$ cat config.mk
export PLATFORM = sky130hd
export DESIGN_NAME = mdu_sequencer
export DESIGN_NICKNAME = d
export VERILOG_FILES = /design/src/rtl/mdu_sequencer.sv
export SDC_FILE = /design/constraint.sdc
export NUM_CORES = 1
export LEC_CHECK = 0
export CORE_ASPECT_RATIO = 1.4
export CORE_MARGIN = 2
export CORE_UTILIZATION = 66
export CTS_CLUSTER_SIZE = 40
export DETAILED_ROUTE_END_ITERATION = 10
export PLACE_DENSITY = 0.88
export SYNTH_ARGS = -nofsm -noshare
export SYNTH_HDL_FRONTEND = slang
export SYNTH_SLANG_ARGS = --single-unit
$ cat constraint.sdc
create_clock -name i_clk -period 12.4 [get_ports i_clk]
set_input_delay 2.48 -clock i_clk [delete_from_list [all_inputs] [get_ports i_clk]]
set_output_delay 2.48 -clock i_clk [all_outputs]
set_load 0.01 [all_outputs]
$ cat src/rtl/mdu_sequencer.sv
// Iterative RV32M multiply/divide sequencer: radix-2 shift-add multiply, restoring divide, DATA_LEN iterations.
// Optional MDU_EARLY_OUT_EN: divide-by-zero, signed overflow and zero multiply operands finish straight from IDLE.
module mdu_sequencer #(
  parameter int DATA_LEN = 32
) (
  input  logic                i_clk,
  input  logic                i_rst,
  input  logic                i_start,
  input  logic [2:0]          i_funct3,
  input  logic [DATA_LEN-1:0] i_op1,
  input  logic [DATA_LEN-1:0] i_op2,
  input  logic                i_kill,
  output logic                o_stall,
  output logic                o_busy,
  output logic                o_valid,
  output logic [DATA_LEN-1:0] o_result
);

  localparam int CNT_W = (DATA_LEN > 1) ? $clog2(DATA_LEN) : 1;

  localparam logic [1:0] IDLE = 2'd0;
  localparam logic [1:0] CALC = 2'd1;
  localparam logic [1:0] FIX  = 2'd2;
  localparam logic [1:0] DONE = 2'd3;

  logic [1:0]          state;
  logic [2:0]          funct3;
  logic [DATA_LEN-1:0] acc;
  logic [DATA_LEN-1:0] mq;
  logic [DATA_LEN-1:0] opa;
  logic [DATA_LEN-1:0] result;
  logic [CNT_W-1:0]    count;
  logic                neg;

  logic                op1_signed;
  logic                op2_signed;
  logic                s1;
  logic                s2;
  logic                neg_in;
  logic [DATA_LEN-1:0] abs1;
  logic [DATA_LEN-1:0] abs2;

  // Operand magnitudes and the sign of the final result, captured at start.
  always_comb begin
    op1_signed = (i_funct3 == 3'b001) | (i_funct3 == 3'b010) |
                 (i_funct3 == 3'b100) | (i_funct3 == 3'b110);
    op2_signed = (i_funct3 == 3'b001) | (i_funct3 == 3'b100) | (i_funct3 == 3'b110);
    s1   = op1_signed & i_op1[DATA_LEN-1];
    s2   = op2_signed & i_op2[DATA_LEN-1];
    abs1 = s1 ? -i_op1 : i_op1;
    abs2 = s2 ? -i_op2 : i_op2;
    if (!i_funct3[2])
      neg_in = s1 ^ s2;
    else if (!i_funct3[1])
      neg_in = (s1 ^ s2) & (|i_op2);  // x/0 must stay all-ones whatever the sign of x
    else
      neg_in = s1;
  end

  logic [DATA_LEN:0]     mul_sum;
  logic [DATA_LEN:0]     div_shift;
  logic [DATA_LEN:0]     div_diff;
  logic                  div_ge;
  logic [2*DATA_LEN-1:0] prod;
  logic [2*DATA_LEN-1:0] prod_fix;
  logic [DATA_LEN-1:0]   fix_value;

  always_comb begin
    mul_sum   = {1'b0, acc} + (mq[0] ? {1'b0, opa} : {(DATA_LEN+1){1'b0}});
    div_shift = {acc, mq[DATA_LEN-1]};
    div_diff  = div_shift - {1'b0, opa};
    // The partial remainder is always below the divisor, so a borrow means "does not fit".
    div_ge    = ~div_diff[DATA_LEN];
    prod      = {acc, mq};
    prod_fix  = neg ? -prod : prod;
    case (funct3)
      3'b000:         fix_value = prod_fix[DATA_LEN-1:0];
      3'b100, 3'b101: fix_value = neg ? -mq : mq;
      3'b110, 3'b111: fix_value = neg ? -acc : acc;
      default:        fix_value = prod_fix[2*DATA_LEN-1:DATA_LEN];
    endcase
  end

  logic                early_hit;
  logic [DATA_LEN-1:0] early_value;

`ifdef MDU_EARLY_OUT_EN
  localparam logic [DATA_LEN-1:0] MIN_NEG = {1'b1, {(DATA_LEN-1){1'b0}}};

  always_comb begin
    early_hit   = 1'b0;
    early_value = '0;
    if (!i_funct3[2]) begin
      early_hit = (i_op1 == '0) | (i_op2 == '0);
    end else if (i_op2 == '0) begin
      early_hit   = 1'b1;
      early_value = i_funct3[1] ? i_op1 : '1;
    end else if (!i_funct3[0] && (i_op1 == MIN_NEG) && (&i_op2)) begin
      early_hit   = 1'b1;
      early_value = i_funct3[1] ? '0 : MIN_NEG;
    end
  end
`else
  assign early_hit   = 1'b0;
  assign early_value = '0;
`endif

  always_ff @(posedge i_clk or posedge i_rst) begin
    if (i_rst) begin
      state  <= IDLE;
      funct3 <= '0;
      acc    <= '0;
      mq     <= '0;
      opa    <= '0;
      result <= '0;
      count  <= '0;
      neg    <= 1'b0;
    end else if (i_kill) begin
      state <= IDLE;
    end else begin
      case (state)
        IDLE: begin
          if (i_start) begin
            funct3 <= i_funct3;
            neg    <= neg_in;
            acc    <= '0;
            count  <= CNT_W'(DATA_LEN - 1);
            // Divide: mq holds the dividend, opa the divisor. Multiply: mq multiplier, opa multiplicand.
            mq     <= i_funct3[2] ? abs1 : abs2;
            opa    <= i_funct3[2] ? abs2 : abs1;
            if (early_hit) begin
              result <= early_value;
              state  <= DONE;
            end else begin
              state <= CALC;
            end
          end
        end
        CALC: begin
          if (funct3[2]) begin
            acc <= div_ge ? div_diff[DATA_LEN-1:0] : div_shift[DATA_LEN-1:0];
            mq  <= {mq[DATA_LEN-2:0], div_ge};
          end else begin
            acc <= mul_sum[DATA_LEN:1];
            mq  <= {mul_sum[0], mq[DATA_LEN-1:1]};
          end
          count <= count - CNT_W'(1);
          if (count == '0) state <= FIX;
        end
        FIX: begin
          result <= fix_value;
          state  <= DONE;
        end
        default: state <= IDLE;
      endcase
    end
  end

  assign o_busy   = (state != IDLE);
  assign o_valid  = (state == DONE) & ~i_kill;
  assign o_stall  = ~i_kill & (((state == IDLE) & i_start) | (state == CALC) | (state == FIX));
  assign o_result = result;

endmodule

== Yosys cells after proc, flatten, opt, wreduce, memory -nomap -nowiden ==
Cells that the tools add are included.

* Logic and storage cells: 82
* Input port bits: 71
* Register bits after elaboration: 139

* Add/subtract/negate cells: 8
* Multiplexer cells: 24
* Bitwise operators: 16
* Equal/unequal tests: 14
* Reduce and logical (&&, ||, !) cells: 12

{| class="wikitable"
|+ Operators with widths
! operator !! number
|-
| 32-bit two-way mux || 12
|-
| 32-bit negation || 4
|-
| 32-bit case mux with 2 select lines || 2
|-
| 32-bit case mux with 3 select lines || 1
|-
| 64-bit two-way mux || 1
|-
| 64-bit negation || 1
|-
| 32-bit by 32-bit adder with 33-bit output || 1
|-
| 33-bit by 32-bit subtractor with 33-bit output || 1
|-
| 32-bit OR reduction || 1
|-
| 3-bit equality test (second input constant) || 6
|-
| 5-bit case mux with 2 select lines || 1
|-
| 1-bit OR || 7
|-
| 1-bit bitwise AND || 6
|-
| 2-bit two-way mux || 3
|-
| 3-bit != test (second input constant) || 2
|-
| 2-bit case mux with 3 select lines || 1
|-
| 3-bit AND reduction || 2
|-
| 5-bit logical NOT || 1
|-
| 5-bit two-way mux || 1
|-
| 5-bit by 1-bit subtractor with 5-bit output (second input constant) || 1
|-
| 2-bit equality test (second input constant) || 2
|-
| 2-bit AND reduction || 2
|-
| 2-bit nonzero test || 2
|-
| 2-bit OR reduction || 2
|-
| other kinds (9) || 11
|}

== Depth between registers and ports, before layout ==
Gate-level depths: netlist (run 1).

* Word-level depth: 9
* Depth in mapped cells: 14
* Gate-level depth less buffers: 13

== Worst setup path before layout (run 1) ==
Ideal clock, no wire load.

* Kind: input -> output
* Start point: input port i_kill
* End point: output port o_stall
* Data arrival time: 2.868 ns
* Buffers on the path: 1
* Path slack: 7.052 ns
* Stages on the path: 2
* Cells stage by stage: clkbuf_1 > a21oi_1

* Longest elaborated chain between the ends: 2

{| class="wikitable"
|+ RTL lines
! item !! RTL line !! source
|-
| start: declaration || 12 || <nowiki>input logic i_kill,</nowiki>
|-
| 1-bit NOT (no source line) || - ||
|-
| 1-bit bitwise AND || 161 || <nowiki>assign o_stall = ~i_kill & (((state == IDLE) & i_start) | (state == CALC) | (state == FIX));</nowiki>
|-
| end: declaration || 13 || <nowiki>output logic o_stall,</nowiki>
|}

Every way passes these cells.

== Final worst setup path (run 1) ==
* Start point: input port i_start
* End point: output port o_stall

* Longest elaborated chain between the ends: 4

{| class="wikitable"
|+ RTL lines
! item !! RTL line !! source
|-
| start: declaration || 8 || <nowiki>input logic i_start,</nowiki>
|-
| 1-bit bitwise AND || 161 ||
|-
| 1-bit OR (2 in series) || 161 ||
|-
| 1-bit bitwise AND || 161 ||
|}

Every way passes these cells.

==> results of run 1 <==
## Yosys cell counts (all sizes together) (13+ instances only)
library cell | n | area (µm²)
nor2b | 19 | 119
xnor2 | 101 | 885
xor2 | 84 | 736
nand3 | 20 | 100
clkbuf | 102 | 384
inv | 70 | 263
nor3 | 34 | 170
nor2 | 164 | 616
o21a | 13 | 97.6
nand2 | 214 | 803
or3 | 20 | 136
a22oi | 24 | 180
o41ai | 16 | 155
or4 | 18 | 146
mux2i | 55 | 551
dfrtp | 139 | 3480
nor4 | 17 | 134
mux2 | 28 | 315
nand2b | 13 | 81.3
a21oi | 173 | 866
or2 | 14 | 87.6
o21ai | 222 | 1110
buf | 17 | 85.1
o31ai | 24 | 185
a21o | 20 | 150
ha | 74 | 926
o221ai | 17 | 149
a31oi | 16 | 100
a211oi | 24 | 180
## registers in the layout, indices dropped and copies added, names as in the netlist
name      cells
acc          32
mq           32
o_result     32
opa          32
count         5
funct3        3
state         2
neg           1
## stage by stage
stage          setup WS [ps]  instances
2_1_floorplan           6200       1872
3_3_place_gp            6160       2131
3_5_place_dp            6150       2131
4_1_cts                 6150       2163
5_1_grt                 6060       2163
6_report                6120       2163
## path summary, 6_finish.rpt
kind / start / endpoint / depth (start not counted)
max: i_start / o_stall / 4
max reg2reg: acc[0]$_DFFE_PP0P_ / acc[19]$_DFFE_PP0P_ / 12
min: o_result[4]$_DFFE_PP0P_ / o_result[4]$_DFFE_PP0P_ / 2
max in group asynchronous: i_rst / funct3[2]$_DFFE_PP0P_ / 3
min reg2reg: o_result[4]$_DFFE_PP0P_ / o_result[4]$_DFFE_PP0P_ / 2
min in group asynchronous: i_rst / state[0]$_DFFE_PP0P_ / 2
## cell type report
class,count,area (µm²)
tap,260,325
timing repair buffer,118,1140
sequential,139,3480
inverter,72,275
multi-input combinational,1542,9970
clock buffer,19,433
fill,1673,5360
clock inverter,13,143
## critical path: cells and delay by family
family                 cells  cell delay (ps)
and+or+nand+nor            1              120
buffers and inverters      2             1030
AOI/OAI and AO/OA          1              160
## layer usage
layer	vias up	routed length [µm]
met4	0	3130
li1	6760	-
met5	-	0
met1	6815	17800
met3	206	4080
met2	819	22400
## cells by family after synthesis
kind of cell               Yosys count
and+or+nand+nor                    573
xor gates and xnor gates           185
AOI/OAI and AO/OA                  625
DFF                                139
buffers and inverters              191
muxes                               83
adders and majority gates           76
## report_power, final
part           leakage [nW]  switching [mW]  internal (mW)  total [mW]
clock                 0.279           0.224          0.298       0.522
combinational          4.60            1.99           1.35        3.34
sequential             1.76           0.380          0.654        1.03
==> results_dict.tcl, run 1 <==
set metrics [dict create \
    start_util_pct 67.1 \
    place_congestion 1.01 \
    netlist_area_um2 14200 \
    finalHoldViolations 0 \
    slew_viol_final 0 \
    cp.arrival_ps 3800 \
    crit_chain "clkdlybuf4s50_1 > nand2_1 > a21oi_1 > clkdlybuf4s50_1" \
    first_pass_iters 7 \
    synthSimpleGateAreaFrac_pct 19.0 \
    startpoint_type "primary input" \
    syn2layout_area_growth_pct 11.3 \
    first_iter_violations 1837 \
    grt_use_total_pct 42.0 \
    globalRouteOverflowTotal 0 \
    clock_path_buffers 2 \
    layout_common_cells "nand2_1, o21ai_0, a21oi_1" \
    grt_first_pass_wirelength_mm 73.8 \
    antenna_left 0 \
    synth_edf_count 0 \
    hp-class "reg2reg" \
    timing.max_cap.violations 0 \
    num_vias 14600 \
    io_pins 106 \
    slew_headroom_pct 21.8 \
    yosysUniqueCellTypes 81 \
    fin_util_pct 74.7 \
    p_leak_nw 6.64 \
    path_class "in2out" \
    design_area_um2 15800 \
    synth_warnings 0 \
    drc 0 \
    die_w_um 128 \
    grtUsageMet2_pct 69.1 \
    ir_drop_v 0.000286 \
    power_mw 4.90 \
    nNetsFinal 2037 \
    clk_root_buffer_cell "clkbuf_16" \
    via_per_inst 6.75 \
    tightest_slew_ps 1160 \
    wire_per_inst_um 21.9 \
    finClkSkew_ps 8.06 \
    synth_top_family_by_area "compound AO/OA/AOI/OAI gates" \
    ff2ff_setup_slack_ps 8020 \
    clock.fmax_mhz 159 \
    critPathMostFrequentCell "clkdlybuf4s50_1" \
    hold_buffers 0 \
    htreeDepth 4 \
    coreArea_um2 21100 \
    hold_slack_ps 478 \
    p_per_area_nw_per_um2 311 \
    grt_max_degree 95 \
    yosysSeqAreaShare_pct 24.6 \
    cts_tree "done" \
    fin_crit_ps 6280 \
    path_clk_slew_ps 60 \
    wl_mm 47.4 \
    outcome "finished, final reports clean" \
    synth_seq_cells 139 \
    port_buffers 105 \
    clkLatencyLatePin_ps 450 \
    crit_required_ps 9920 \
    setup_tns_ps 0 \
    dp_hpwl_mm 35.1 \
    syn_inst 1872 \
    place_area_um2 15200 \
    cp-end-kind "output port" \
    period_share_pct 50.6 \
    slowest_delay_ps 550 \
    avgSynthCellArea_um2 7.57 \
    crit_slowest_cell "clkdlybuf4s50_1" \
    async_reset_ff_share_pct 100 \
    antenna_found_initial 0 \
    synth_nets 2019 \
    synth_mux_area_share_pct 6.11 \
    met1_usage_pct 50.3 \
    drive_above_1_share_pct 5.73 \
    grt.busiest_layer "met2" \
    die_y_um 177 \
    grt_use_met3_pct 8.29 \
    rsz0062_at_grt "no" \
    synth-xor-area-share_pct 11.4 \
    antennaDiodeCount 0 \
    synth-compound-area-share_pct 26.9 \
    synthAdderAreaFrac_pct 6.82 \
    post_cts_buffers 0 \
    cp_max_fo 5 \
    grt_pass1_vias 13800 \
    cts_buffers 17 \
    num_rows 63 \
    dieArea_um2 22700 \
    synthFlopType "dfrtp_1" \
    cts-resized-gates 0 \
    setup_viol 0 \
    cts_sinks 139 \
]
Power figures use the tool's default switching activity.
==> run 2: changes to the inputs <==
--- a/config.mk
+++ b/config.mk
@@ -7,10 +7,10 @@
 export LEC_CHECK = 0
 export CORE_ASPECT_RATIO = 1.4
 export CORE_MARGIN = 2
-export CORE_UTILIZATION = 66
+export CORE_UTILIZATION = 55
 export CTS_CLUSTER_SIZE = 40
 export DETAILED_ROUTE_END_ITERATION = 10
-export PLACE_DENSITY = 0.88
+export PLACE_DENSITY = 0.79
 export SYNTH_ARGS = -nofsm -noshare
 export SYNTH_HDL_FRONTEND = slang
 export SYNTH_SLANG_ARGS = --single-unit
==> constraint.sdc (replaced) <==
create_clock -name i_clk -period 5.65 [get_ports i_clk]
set_input_delay 1.13 -clock i_clk [delete_from_list [all_inputs] [get_ports i_clk]]
set_output_delay 1.13 -clock i_clk [all_outputs]
set_load 0.01 [all_outputs]
==> run 2 against run 1 <==
Net effect: critical endpoint is now acc[23]$_DFFE_PP0P_; largest power group unchanged; setup slack worse by 4900 ps; first-iteration DRC count is 24% lower; power is 120% higher; sequential power is 110% higher; register-to-register slack worse by 6800 ps; final area is 1.1% higher.
==> results_dict.tcl, run 2 (synthesized netlist as in run 1, its figures left out) <==
set metrics [dict create \
    die_w_um 140 \
    cp_max_fo 17 \
    reg2reg_to "acc[23]$_DFFE_PP0P_" \
    hold_buffers 0 \
    rsz0062_at_grt "no" \
    first_pass_iters 6 \
    crit_required_ps 5920 \
    clkLatencyLatePin_ps 440 \
    period_share_pct 78.9 \
    start_util_pct 55.8 \
    clock.fmax_mhz 224 \
    finalHoldViolations 0 \
    cp-end-kind "register" \
    grt_use_total_pct 33.8 \
    place_congestion 0.995 \
    clk_root_buffer_cell "clkbuf_16" \
    first_iter_violations 1398 \
    layout_common_cells "nand2_1, o21ai_0, a21oi_1" \
    cp.arrival_ps 4730 \
    p_leak_nw 6.69 \
    num_rows 69 \
    setup_viol 0 \
    nNetsFinal 2047 \
    cts_sinks 139 \
    antenna_left 0 \
    grt_max_degree 85 \
    critPathMostFrequentCell "a21oi_1" \
    wire_per_inst_um 20.8 \
    die_y_um 194 \
    hold_depth 2 \
    min_to "o_result[20]$_DFFE_PP0P_" \
    crit_slowest_cell "xor2_4" \
    setup_tns_ps 0 \
    crit_chain "inv_1 > fa_1 > nand2b_1 > a21oi_1 > nor3_1 > o2111ai_1 > a311oi_1 > a21oi_1 > xor2_4 > buf_4 > mux2i_1 > o221ai_1" \
    tightest_slew_ps 1190 \
    reg2reg_from "acc[0]$_DFFE_PP0P_" \
    num_vias 14400 \
    dieArea_um2 27100 \
    timing.max_cap.violations 0 \
    hp-start "o_result[20]$_DFFE_PP0P_" \
    cts-resized-gates 0 \
    slew_headroom_pct 20.6 \
    startpoint_type "register" \
    cts_buffers 17 \
    power_mw 10.7 \
    io_pins 106 \
    antenna_found_initial 0 \
    htreeDepth 4 \
    crit_buf_inv 2 \
    drc 0 \
    ff2ff_setup_slack_ps 1190 \
    slew_viol_final 0 \
    dp_hpwl_mm 35.7 \
    post_cts_buffers 0 \
    drive_above_1_share_pct 6.17 \
    globalRouteOverflowTotal 0 \
    finClkSkew_ps 8.03 \
    hp-class "reg2reg" \
    path_clk_slew_ps 60 \
    port_buffers 105 \
    coreArea_um2 25400 \
    crit_family "compound AO/OA/AOI/OAI gates" \
    p_per_area_nw_per_um2 673 \
    path_class "reg2reg" \
    fillCellCount 2301 \
    outcome "finished, final reports clean" \
    grt_pass1_vias 13900 \
    r2r_cells 12 \
    grt_first_pass_wirelength_mm 72.9 \
    cts_tree "done" \
    ir_drop_v 0.000401 \
    fin_crit_ps 4460 \
    syn2layout_area_growth_pct 12.6 \
    via_per_inst 6.45 \
    slowest_delay_ps 680 \
    wl_mm 46.5 \
    clock_path_buffers 2 \
]
## run 2: cell types whose count changed in the layout (fill, tap and decap cells not counted), sizes merged
cell	before	now
buf	14	24
inv	74	71
clkinv	7	5
bufinv	2	3
clkbuf	19	20
clkinvlp	2	3
diode	0	1
## run 2: layout make-up
| type | count | area [µm²] | share of cell area (%) |
|---|---|---|---|
| Antenna cell | 1 | 2.50 | 0.0157 |
| Clock buffer | 20 | 457 | 2.86 |
| Clock inverter | 10 | 144 | 0.902 |
| Inverter | 72 | 275 | 1.73 |
| Multi-Input combinational cell | 1542 | 9970 | 62.5 |
| Sequential cell | 139 | 3480 | 21.8 |
| Tap cell | 319 | 399 | 2.50 |
| Timing Repair Buffer | 128 | 1220 | 7.64 |
## run 2: worst max-delay path by stage
| stage | from | endpoint | slack [ps] | depth (start not counted) |
|---|---|---|---|---|
| after floorplan | i_rst | acc[0]$_DFFE_PP0P_ | 800 | 1 |
| after global placement | i_op1[8] | mq[31]$_DFFE_PP0P_ | 1340 | 9 |
| after detailed placement | i_op1[8] | mq[31]$_DFFE_PP0P_ | 1270 | 9 |
| after CTS | acc[0]$_DFFE_PP0P_ | acc[16]$_DFFE_PP0P_ | 1250 | 12 |
| after global routing | acc[0]$_DFFE_PP0P_ | acc[16]$_DFFE_PP0P_ | 940 | 12 |
| final | acc[0]$_DFFE_PP0P_ | acc[23]$_DFFE_PP0P_ | 1190 | 12 |
## run 2: worst register-to-register path, cell delays in order, from the launching register on
cell,delay [ps]
dfrtp_1,540
inv_1,180
fa_1,490
nand2b_1,200
a21oi_1,240
nor3_1,150
o2111ai_1,320
a311oi_1,180
a21oi_1,540
xor2_4,680
buf_4,400
mux2i_1,240
o221ai_1,130
## run 2: metrics by stage
step                utilization [%]  cell area (µm²)  hold WS, ps  setup slack [ps]  std cells
finish                         62.8            15900          473              1190       2231
global route                   62.8            15900          511               944       2230
CTS                            62.8            15900          483              1250       2230
detailed placement             60.5            15300          468              1270       2200
global placement               60.5            15300          461              1340       2200
floorplan                         -            14200          442               795       1872
## run 2: metal layers
metal  part of all wire (%)  global-route usage, %  vias up
met3                    7.0                   5.26      189
met2                     47                   55.6      684
met5                      0                      0        -
li1                       -                      -     6799
met4                    8.4                   25.2        0
met1                     38                   39.7     6725
## run 2: report_power, final
group          switching [mW]  total [mW]  leakage [nW]  internal [mW]
sequential              0.737        2.17          1.76           1.44
combinational            4.41        7.40          4.65           2.98
clock                   0.455        1.17         0.285          0.714
==> run 3: changes to the inputs <==
==> constraint.sdc (replaced) <==
create_clock -name i_clk -period 3.6 [get_ports i_clk]
set_input_delay 0.72 -clock i_clk [delete_from_list [all_inputs] [get_ports i_clk]]
set_output_delay 0.72 -clock i_clk [all_outputs]
set_load 0.01 [all_outputs]
==> run 3 against run 2 <==
Net effect: register-to-register slack got worse by 1100 ps; worst hold slack improved by 6.9 ps; non-clock buffer count increased by 135.
==> results_dict.tcl, run 3 (synthesized netlist as in run 1, its figures left out) <==
set metrics [dict create \
    crit_slowest_cell "dfrtp_1" \
    path_clk_slew_ps 70 \
    outcome "finished, final reports clean" \
    clk_root_buffer_cell "clkbuf_16" \
    cp.arrival_ps 3810 \
    slew_headroom_pct 31.6 \
    antennaDiodeCount 0 \
    grt_use_met3_pct 5.53 \
    dp_hpwl_mm 38.8 \
    slew_viol_final 0 \
    antenna_left 0 \
    via_per_inst 6.42 \
    dp_cells 2331 \
    cts_tree "done" \
    wl_mm 49.6 \
    clock.fmax_mhz 287 \
    hp-class "reg2reg" \
    grt_pass1_vias 14500 \
    grt_max_degree 85 \
    tightest_slew_ps 1030 \
    port_buffers 105 \
    htreeDepth 4 \
    crit_chain "inv_1 > ha_2 > fa_2 > nand2b_1 > a21oi_1 > buf_4 > nor3_2 > o2111ai_2 > a311oi_2 > buf_4 > a21oi_2 > buf_4 > xor2_4 > buf_12 > buf_4 > mux2i_1 > o221ai_1" \
    start_util_pct 55.8 \
    mostFrequentLayoutCell "nand2_1" \
    cts_buffers 17 \
    layout_common_cells "nand2_1, o21ai_0, a21oi_1" \
    period_share_pct 96.7 \
    die_y_um 194 \
    nNetsFinal 2182 \
    drive_above_1_share_pct 13.1 \
    path_class "reg2reg" \
    clkLatencyLatePin_ps 460 \
    fin_crit_ps 3480 \
    first_pass_iters 6 \
    setup_viol 0 \
    place_congestion 0.966 \
    cp_max_fo 8 \
    num_rows 69 \
    startpoint_type "register" \
    clock_path_buffers 2 \
    finClkSkew_ps 11.5 \
    hold_slack_ps 480 \
    finalHoldViolations 0 \
    grt_use_total_pct 36.1 \
    grt.busiest_layer "met2" \
    io_pins 106 \
    cts_sinks 139 \
    antenna_found_initial 0 \
    ir_drop_v 0.000645 \
    num_vias 15200 \
    grt_first_pass_wirelength_mm 77.5 \
    die_w_um 140 \
    fin_util_pct 67.4 \
    drc 0 \
    crit_family "buffers and inverters" \
    wire_per_inst_um 20.9 \
    first_iter_violations 1469 \
    coreArea_um2 25400 \
    p_leak_nw 7.39 \
    cp-end-kind "register" \
    syn2layout_area_growth_pct 20.7 \
    slowest_delay_ps 410 \
    crit_required_ps 3920 \
    dieArea_um2 27100 \
    met1_usage_pct 42.5 \
    p_per_area_nw_per_um2 1070 \
    critPathMostFrequentCell "buf_4" \
    crit_buf_inv 6 \
    timing.max_cap.violations 0 \
    globalRouteOverflowTotal 0 \
    layoutNonFillerInstCount 2367 \
    grtUsageMet2_pct 62.0 \
]
==> run 3: cell count changes in the layout (fill, tap and decap cells not counted), moves of 4 or more <==
cell | previous run | this run
buf_12 | 0 | 5
buf_4 | 23 | 152
ha_1 | 74 | 70
ha_2 | 0 | 4
o21ai_0 | 214 | 209
o21ai_1 | 8 | 12
==> run 3: final timing paths <==
path	endpoint	slack, ps	cells past startpoint	start
min in group asynchronous	o_result[9]$_DFFE_PP0P_	630	2	i_rst
worst min-delay path	count[4]$_DFFE_PP0P_	480	1	count[4]$_DFFE_PP0P_
worst min register to register	count[4]$_DFFE_PP0P_	480	1	count[4]$_DFFE_PP0P_
max in group asynchronous	mq[22]$_DFFE_PP0P_	2180	3	i_rst
worst max-delay path	acc[23]$_DFFE_PP0P_	120	17	mq[31]$_DFFE_PP0P_
worst max register to register	acc[23]$_DFFE_PP0P_	120	17	mq[31]$_DFFE_PP0P_
==> run 3: metrics by stage <==
| stage | instance area [µm²] | total power [mW] | setup TNS, ps | setup slack (ps) |
|---|---|---|---|---|
| final | 17100 | 18.2 | 0 | 118 |
| after global routing | 17100 | 19.4 | -28.2 | -28.2 |
| after CTS | 17000 | 17.7 | 0 | 15.8 |
| after detailed placement | 16400 | 15.8 | -1120 | -233 |
| after global placement | 16400 | 15.5 | -540 | -220 |
| after floorplan | 14200 | 11.4 | 0 | 263 |
==> run 3: what timing repair did <==
item                                    4_1_cts  5_1_grt
hold buffers                                  0        0
endpoints found under the setup margin        4       32
pin swaps                                     0        3
cloned                                        0        1
setup buffers                                 0        3
resized for setup                             1       20
==> run 3: report_power, final <==
part | total, mW | switching (mW) | internal (mW)
sequential | 3.10 | 0.840 | 2.26
combinational | 13.3 | 7.68 | 5.58
clock | 1.90 | 0.793 | 1.10
total | 18.2 | 9.31 | 8.94
==> run 3: layer usage <==
metal / share of wire [%] / vias to the layer above
met5: 0 / -
met4: 7.4 / 0
met3: 6.6 / 212
met2: 48 / 728
met1: 38 / 7196
li1: - / 7054
==> run 3: layout make-up <==
cell class              count  area, µm²
clock inverters            15        190
fillers                  2179       8280
inverters                  72        274
multi-input cells        1542      10000
repair buffers            263       2310
well taps                 319        399
flip-flops and latches    139       3480
clock buffers              17        425
